$ cat src/rtl/mips_io_pkg.sv
// Shared definitions for memory-mapped I/O peripherals on the MIPS data bus:
// UART transmitter state encoding, STATUS bit positions and register offsets.
package mips_io_pkg;

   typedef enum logic [1:0] {
      ST_IDLE  = 2'd0,
      ST_START = 2'd1,
      ST_DATA  = 2'd2,
      ST_STOP  = 2'd3
   } tx_state_e;

   localparam int STAT_FULL_BIT  = 0;
   localparam int STAT_EMPTY_BIT = 1;
   localparam int STAT_BUSY_BIT  = 2;
   localparam int STAT_OVF_BIT   = 3;
   localparam int STAT_COUNT_LSB = 8;

   localparam logic [31:0] TXDATA_OFS = 32'd0;
   localparam logic [31:0] STATUS_OFS = 32'd4;

endpackage

$ cat src/rtl/sync_fifo.sv
// Single-clock FIFO with wrap-around pointers; the extra pointer MSB tells
// a full FIFO apart from an empty one. Callers must not pop when empty.
module sync_fifo #(
   parameter int WIDTH = 8,
   parameter int DEPTH = 4
) (
   input  logic                     clk,
   input  logic                     reset,
   input  logic                     push,
   input  logic                     pop,
   input  logic [WIDTH-1:0]         din,
   output logic [WIDTH-1:0]         dout,
   output logic                     full,
   output logic                     empty,
   output logic [$clog2(DEPTH):0]   count
);

   localparam int AW = $clog2(DEPTH);

   logic [WIDTH-1:0] mem_q [DEPTH];
   logic [AW:0]      wr_ptr_q, wr_ptr_d;
   logic [AW:0]      rd_ptr_q, rd_ptr_d;

   always_comb begin
      wr_ptr_d = wr_ptr_q;
      rd_ptr_d = rd_ptr_q;
      if (push) wr_ptr_d = wr_ptr_q + 1'b1;
      if (pop)  rd_ptr_d = rd_ptr_q + 1'b1;
   end

   always_ff @(posedge clk or posedge reset) begin
      if (reset) begin
         wr_ptr_q <= '0;
         rd_ptr_q <= '0;
      end else begin
         wr_ptr_q <= wr_ptr_d;
         rd_ptr_q <= rd_ptr_d;
      end
   end

   // Storage carries data only, so it is left out of reset.
   always_ff @(posedge clk) begin
      if (push) mem_q[wr_ptr_q[AW-1:0]] <= din;
   end

   assign dout  = mem_q[rd_ptr_q[AW-1:0]];
   assign count = wr_ptr_q - rd_ptr_q;
   assign empty = (wr_ptr_q == rd_ptr_q);
   assign full  = (wr_ptr_q[AW] != rd_ptr_q[AW]) &&
                  (wr_ptr_q[AW-1:0] == rd_ptr_q[AW-1:0]);

endmodule

$ cat src/rtl/uart_tx_mmio.sv
// Memory-mapped 8N1 UART transmitter: stores to TXDATA queue bytes in a FIFO,
// loads from STATUS report FIFO level, busy and a sticky overflow flag.
module uart_tx_mmio
   import mips_io_pkg::*;
#(
   parameter int          CLKS_PER_BIT = 5208,
   parameter int          FIFO_DEPTH   = 4,
   parameter logic [31:0] BASE_ADDR    = 32'h1001_0024
) (
   input  logic        clk,
   input  logic        reset,
   input  logic [31:0] Address,
   input  logic [31:0] WriteData,
   input  logic        MemWrite,
   input  logic        MemRead,
   output logic [31:0] ReadData,
   output logic        TxSerial,
   output logic        TxBusy
);

   localparam int            CW        = $clog2(FIFO_DEPTH) + 1;
   localparam int            BW        = $clog2(CLKS_PER_BIT);
   localparam logic [BW-1:0] BAUD_LAST = BW'(CLKS_PER_BIT - 1);

   logic          wr_hit, st_hit;
   logic          fifo_push, fifo_pop, fifo_full, fifo_empty;
   logic [7:0]    fifo_dout;
   logic [CW-1:0] fifo_count;
   logic          baud_wrap;
   logic          unused_wdata;

   tx_state_e     state_q, state_d;
   logic [BW-1:0] baud_q, baud_d;
   logic [2:0]    bit_q, bit_d;
   logic [7:0]    shift_q, shift_d;
   logic          tx_q, tx_d;
   logic          overflow_q, overflow_d;

   assign wr_hit       = MemWrite && (Address == BASE_ADDR + TXDATA_OFS);
   assign st_hit       = MemRead && (Address == BASE_ADDR + STATUS_OFS);
   assign fifo_pop     = (state_q == ST_IDLE) && !fifo_empty;
   // A full FIFO still accepts a byte when the transmitter frees a slot on the same edge.
   assign fifo_push    = wr_hit && (!fifo_full || fifo_pop);
   assign unused_wdata = ^WriteData[31:8];

   sync_fifo #(
      .WIDTH (8),
      .DEPTH (FIFO_DEPTH)
   ) u_fifo (
      .clk   (clk),
      .reset (reset),
      .push  (fifo_push),
      .pop   (fifo_pop),
      .din   (WriteData[7:0]),
      .dout  (fifo_dout),
      .full  (fifo_full),
      .empty (fifo_empty),
      .count (fifo_count)
   );

   always_comb begin
      ReadData = '0;
      if (st_hit) begin
         ReadData[STAT_COUNT_LSB +: CW] = fifo_count;
         ReadData[STAT_OVF_BIT]         = overflow_q;
         ReadData[STAT_BUSY_BIT]        = TxBusy;
         ReadData[STAT_EMPTY_BIT]       = fifo_empty;
         ReadData[STAT_FULL_BIT]        = fifo_full;
      end
   end

   always_comb begin
      overflow_d = overflow_q;
      if (st_hit)                overflow_d = 1'b0;
      if (wr_hit && !fifo_push)  overflow_d = 1'b1;
   end

   always_comb begin
      state_d   = state_q;
      baud_d    = baud_q;
      bit_d     = bit_q;
      shift_d   = shift_q;
      tx_d      = 1'b1;
      baud_wrap = (baud_q == BAUD_LAST);
      if (state_q != ST_IDLE) baud_d = baud_wrap ? '0 : baud_q + 1'b1;
      case (state_q)
         ST_IDLE: if (fifo_pop) begin
            shift_d = fifo_dout;
            baud_d  = '0;
            bit_d   = '0;
            state_d = ST_START;
         end
         ST_START: if (baud_wrap) state_d = ST_DATA;
         ST_DATA: if (baud_wrap) begin
            shift_d = {1'b0, shift_q[7:1]};
            bit_d   = bit_q + 3'd1;
            if (bit_q == 3'd7) state_d = ST_STOP;
         end
         ST_STOP: if (baud_wrap) state_d = ST_IDLE;
         default: state_d = ST_IDLE;
      endcase
      // Line level follows the next state so the start bit appears right after the pop edge.
      case (state_d)
         ST_START: tx_d = 1'b0;
         ST_DATA:  tx_d = shift_d[0];
         default:  tx_d = 1'b1;
      endcase
   end

   always_ff @(posedge clk or posedge reset) begin
      if (reset) begin
         state_q    <= ST_IDLE;
         baud_q     <= '0;
         bit_q      <= '0;
         tx_q       <= 1'b1;
         overflow_q <= 1'b0;
      end else begin
         state_q    <= state_d;
         baud_q     <= baud_d;
         bit_q      <= bit_d;
         tx_q       <= tx_d;
         overflow_q <= overflow_d;
      end
   end

   always_ff @(posedge clk) begin
      shift_q <= shift_d;
   end

   assign TxSerial = tx_q;
   assign TxBusy   = (state_q != ST_IDLE);

endmodule

$ cat config.mk
export PLATFORM = sky130hd
export DESIGN_NAME = uart_tx_mmio
export DESIGN_NICKNAME = d
export VERILOG_FILES = /design/src/rtl/mips_io_pkg.sv /design/src/rtl/sync_fifo.sv /design/src/rtl/uart_tx_mmio.sv
export SDC_FILE = /design/constraint.sdc
export NUM_CORES = 1
export LEC_CHECK = 0
export ABC_CLOCK_PERIOD_IN_PS = 4820
export CORE_ASPECT_RATIO = 1.5
export CORE_MARGIN = 1
export CORE_UTILIZATION = 30
export CTS_BUF_LIST = sky130_fd_sc_hd__clkbuf_4
export DETAILED_ROUTE_END_ITERATION = 6
export REMOVE_ABC_BUFFERS = 1
export SYNTH_ARGS = -nofsm -noshare
export SYNTH_HDL_FRONTEND = slang
export SYNTH_HIERARCHICAL = 1
export SYNTH_SLANG_ARGS = --single-unit
export TNS_END_PERCENT = 50
$ cat constraint.sdc
create_clock -name clk -period 4.82 [get_ports clk]
set_input_delay 0.723 -clock clk [delete_from_list [all_inputs] [get_ports clk]]
set_output_delay 0.723 -clock clk [all_outputs]
set_load 0.01 [all_outputs]
==> metrics.md <==
| Metric | Value |
|---|---|
| Outcome | finished, final reports clean |
| Hpwl dp | 4.79 mm |
| Post-Route Skew | 0.0144 ns |
| Post-route ant nets | 0 |
| I/O pin cnt | 102 |
| CTS tree | done |
| Comb power frac | 5.5% |
| Count of different cell masters after synthesis | 53 |
| Worst setup path category | in2out |
| Slew margin rel. | 31.6% |
| Via count | 2137 |
| Top Metal Used | met4 |
| CTS Buf Count | 9 |
| Main area contributors after synthesis | edfxtp_1 (35%), dfrtp_1 (19%), buf_4 (5.6%) |
| Peak Freq | 0.253 GHz |
| Setup tns final | 0 ns |
| First-pass GRT wire length | 10.8 mm |
| Worst slew pin tran | 1.02 ns |
| Crit-path cells | clkdlybuf4s50_1 > nor4b_1 > nand4_1 > nor4_1 > and2_1 > clkdlybuf4s50_1 |
| Setup Viol. Count Final | 0 |
| DR WL/cell | 13.5 um |
| I/O Buffers | 52 |
| CP Capture Type | output pin |
| DR pass1 iterations | 4 |
| Largest net degree at the start of global routing | 21 |
| Rows | 47 |
| Critical Path Source Type | input port |
| Worst-path clk slew | 0.11 ns |
| Synthesized area per cell | 12.6 um^2 |
| TritonCTS sink count | 66 |
| Sw Share | 24.1% |
| Initial core utilization | 30.6% |
| Post-synth EDFFs | 39 |
| Seq/Total Area, Yosys | 54.8% |
| Syn Std Cell Area | 3360 um^2 |
| Seq pwr share | 61.4% |
| PostCTS Resize Cnt | 0 |
| Hold buffer count at cts | 0 |
| Worst min path class | reg2reg |
| Worst vdd ir | 143 uV |
| Setup slack after layout | 0.866 ns |
| Slew Limit Fails | 0 |
| CP most frequent cell | clkdlybuf4s50_1 |
| CP max-delay cell | nor4_1 |
| Met3 WL | 151 um |
| Die Width | 88.5 um |
| DP Cell Count | 457 |
| Async SR Flop Fraction | 39.4% |
| Required time of the critical path | 4.10 ns |
| M1 WL | 2.52 mm |
| Initial antenna violation count | 0 |
| Starting DRT DRC Count | 67 |
| Net Sw Power | 0.000235 W |
| Synth Instances | 267 |
| Max cap viols | 0 |
| Critical-path maximum fanout | 8 |
| Final GP Congestion | 0.740 |
| Total Routing Usage GR | 12.3% |
| Largest stage delay on the critical path | 0.73 ns |
| Synth-to-layout area growth | 20.1% |
| Synth top area share | 34.8% |
| Clock share of power | 33.2% |
| Clock latency on the worst-skew pair | 0.42 ns |
| Crit share post-route | 82.0% |
| Post-CTS Setup Inserts | 0 |
| Pleak | 1.52 nW |
| Final wirelength | 6.41 mm |
| Core ar. | 11000 um^2 |
| Root Buffer | clkbuf_4 |
| Die area | 11600 um^2 |
| Tmin final | 3.95 ns |
| Int Pwr | 0.000739 W |
| Largest area contributor in the netlist | edfxtp_1 |
| Die height | 132 um |
| Pwr/cell area | 241 nW/um^2 |
| Post-synth top flop | edfxtp_1 |
| Clock Path Buffers | 2 |
| Fin nets | 400 |
| Layout cell share with drive strength beyond 1 | 12.9% |
| Number of remaining DRC errors | 0 |
| Final std cells w/o fill | 473 |
| Grt ovf | 0 |
| RSZ-0062 raised after global routing | false |
| WP data arrival | 3.23 ns |
| Register bit total from synthesis | 66 |
| Synth Warn # | 6 |
| DP Worst Slack | 0.870 ns |
| Met2 routed WL | 3.60 mm |
| N_diodes | 0 |
| Vias/cell | 4.52 |
| Vias in the first global route | 2190 |
| Hold Fails Final Rpt | 0 |
| H-tree depth | 3 |
| Core Util, Final | 36.7% |
==> cell families (layout without fill, tap and decap cells) <==
kind of cell / after synthesis / in the layout / share of synthesized area, %
AOI/OAI and AO/OA: 29 / 29 / 6.85
xor gates and xnor gates: 18 / 18 / 4.69
adders and majority gates: 11 / 11 / 4.32
buffers and inverters: 48 / 83 / 9.00
DFF: 66 / 66 / 54.8
muxes: 9 / 9 / 5.65
other: 1 / 25 / 0.112
and+or+nand+nor: 85 / 85 / 14.6
==> registers in the layout (all words and copies together), names as in the netlist <==
register and flops:
TxSerial 1, baud_q 13, bit_q 3, overflow_q 1
shift_q 8, state_q 2, u_fifo/mem_q 32, u_fifo/rd_ptr_q 3
u_fifo/wr_ptr_q 3
==> layout by cell type (no fill, tap or decap), types with 2 or more instances in the layout <==
| master | n |
|---|---|
| o21ai_0 | 7 |
| xnor2_1 | 5 |
| nand2_1 | 12 |
| xor2_1 | 13 |
| dfrtp_1 | 25 |
| nor4b_1 | 3 |
| inv_1 | 13 |
| nand3_1 | 5 |
| a21oi_1 | 2 |
| or3_1 | 2 |
| a22oi_1 | 2 |
| clkbuf_4 | 9 |
| edfxtp_1 | 39 |
| o2111a_1 | 2 |
| mux4_2 | 8 |
| a32oi_1 | 6 |
| inv_6 | 3 |
| nor4_1 | 8 |
| clkdlybuf4s50_1 | 52 |
| nor3_1 | 3 |
| buf_4 | 2 |
| nor2_1 | 12 |
| nand4_1 | 6 |
| conb_1 | 25 |
| and2_1 | 14 |
| ha_1 | 10 |
| nor2_2 | 10 |
==> critical path, delay by kind of cell <==
family / cells / cell delay [ns]
and+or+nand+nor: 4 / 1.55
buffers and inverters: 2 / 0.97
==> Yosys cell counts (all sizes together), types with 6 or more instances <==
cell and number:
nand4 6, and2 14, nor2 22, inv 13, dfrtp 25, nand2 12
edfxtp 39, nor4 8, a32oi 6, ha 10, xor2 13, buf 31
mux4 8, o21ai 8
==> metal layers <==
metal  up-vias  GRT usage [%]
li1       1032              -
met5         -              0
met1      1050           13.3
met3        12           2.95
met2        43           21.9
met4         0           5.56
==> worst paths after layout <==
kind | from | to | cells after the start | slack [ns]
worst max register to register | u_fifo/rd_ptr_q[0] | u_fifo/mem_q[3][7] | 8 | 1.58
worst min-delay path | u_fifo/wr_ptr_q[2] | u_fifo/wr_ptr_q[2] | 1 | 0.49
worst min register to register | u_fifo/wr_ptr_q[2] | u_fifo/wr_ptr_q[2] | 1 | 0.49
max in group asynchronous | reset | state_q[1] | 2 | 3.50
worst max-delay path | Address[0] | ReadData[0] | 6 | 0.87
min in group asynchronous | reset | u_fifo/rd_ptr_q[2] | 2 | 0.56
==> final cells by class <==
class / count / area [um^2]
inverters: 13 / 48.8
multi-input cells: 177 / 1310
clock inverters: 7 / 51.3
clock buffers: 9 / 67.6
well taps: 147 / 184
repair buffers: 54 / 536
flip-flops and latches: 66 / 1840
fillers: 1102 / 6960
==> metrics by stage <==
stage	hold slack (ns)	power, W	cell area (um^2)
2_1_floorplan	0.460	0.000624	3200
3_3_place_gp	0.478	0.000662	3920
3_5_place_dp	0.483	0.000663	3920
4_1_cts	0.498	0.000990	4040
5_1_grt	0.514	0.00102	4040
6_report	0.493	0.000974	4040
==> power groups by stage <==
stage / Sequential (W) / Clock [W] / Combinational [W]
6_report: 0.000598 / 0.000323 / 0.0000533
2_1_floorplan: 0.000610 / 0 / 0.0000139
3_3_place_gp: 0.000610 / 0 / 0.0000523
4_1_cts: 0.000598 / 0.000339 / 0.0000535
3_5_place_dp: 0.000610 / 0 / 0.0000533
5_1_grt: 0.000598 / 0.000361 / 0.0000598
No activity file was read; power rests on OpenSTA's default activity.
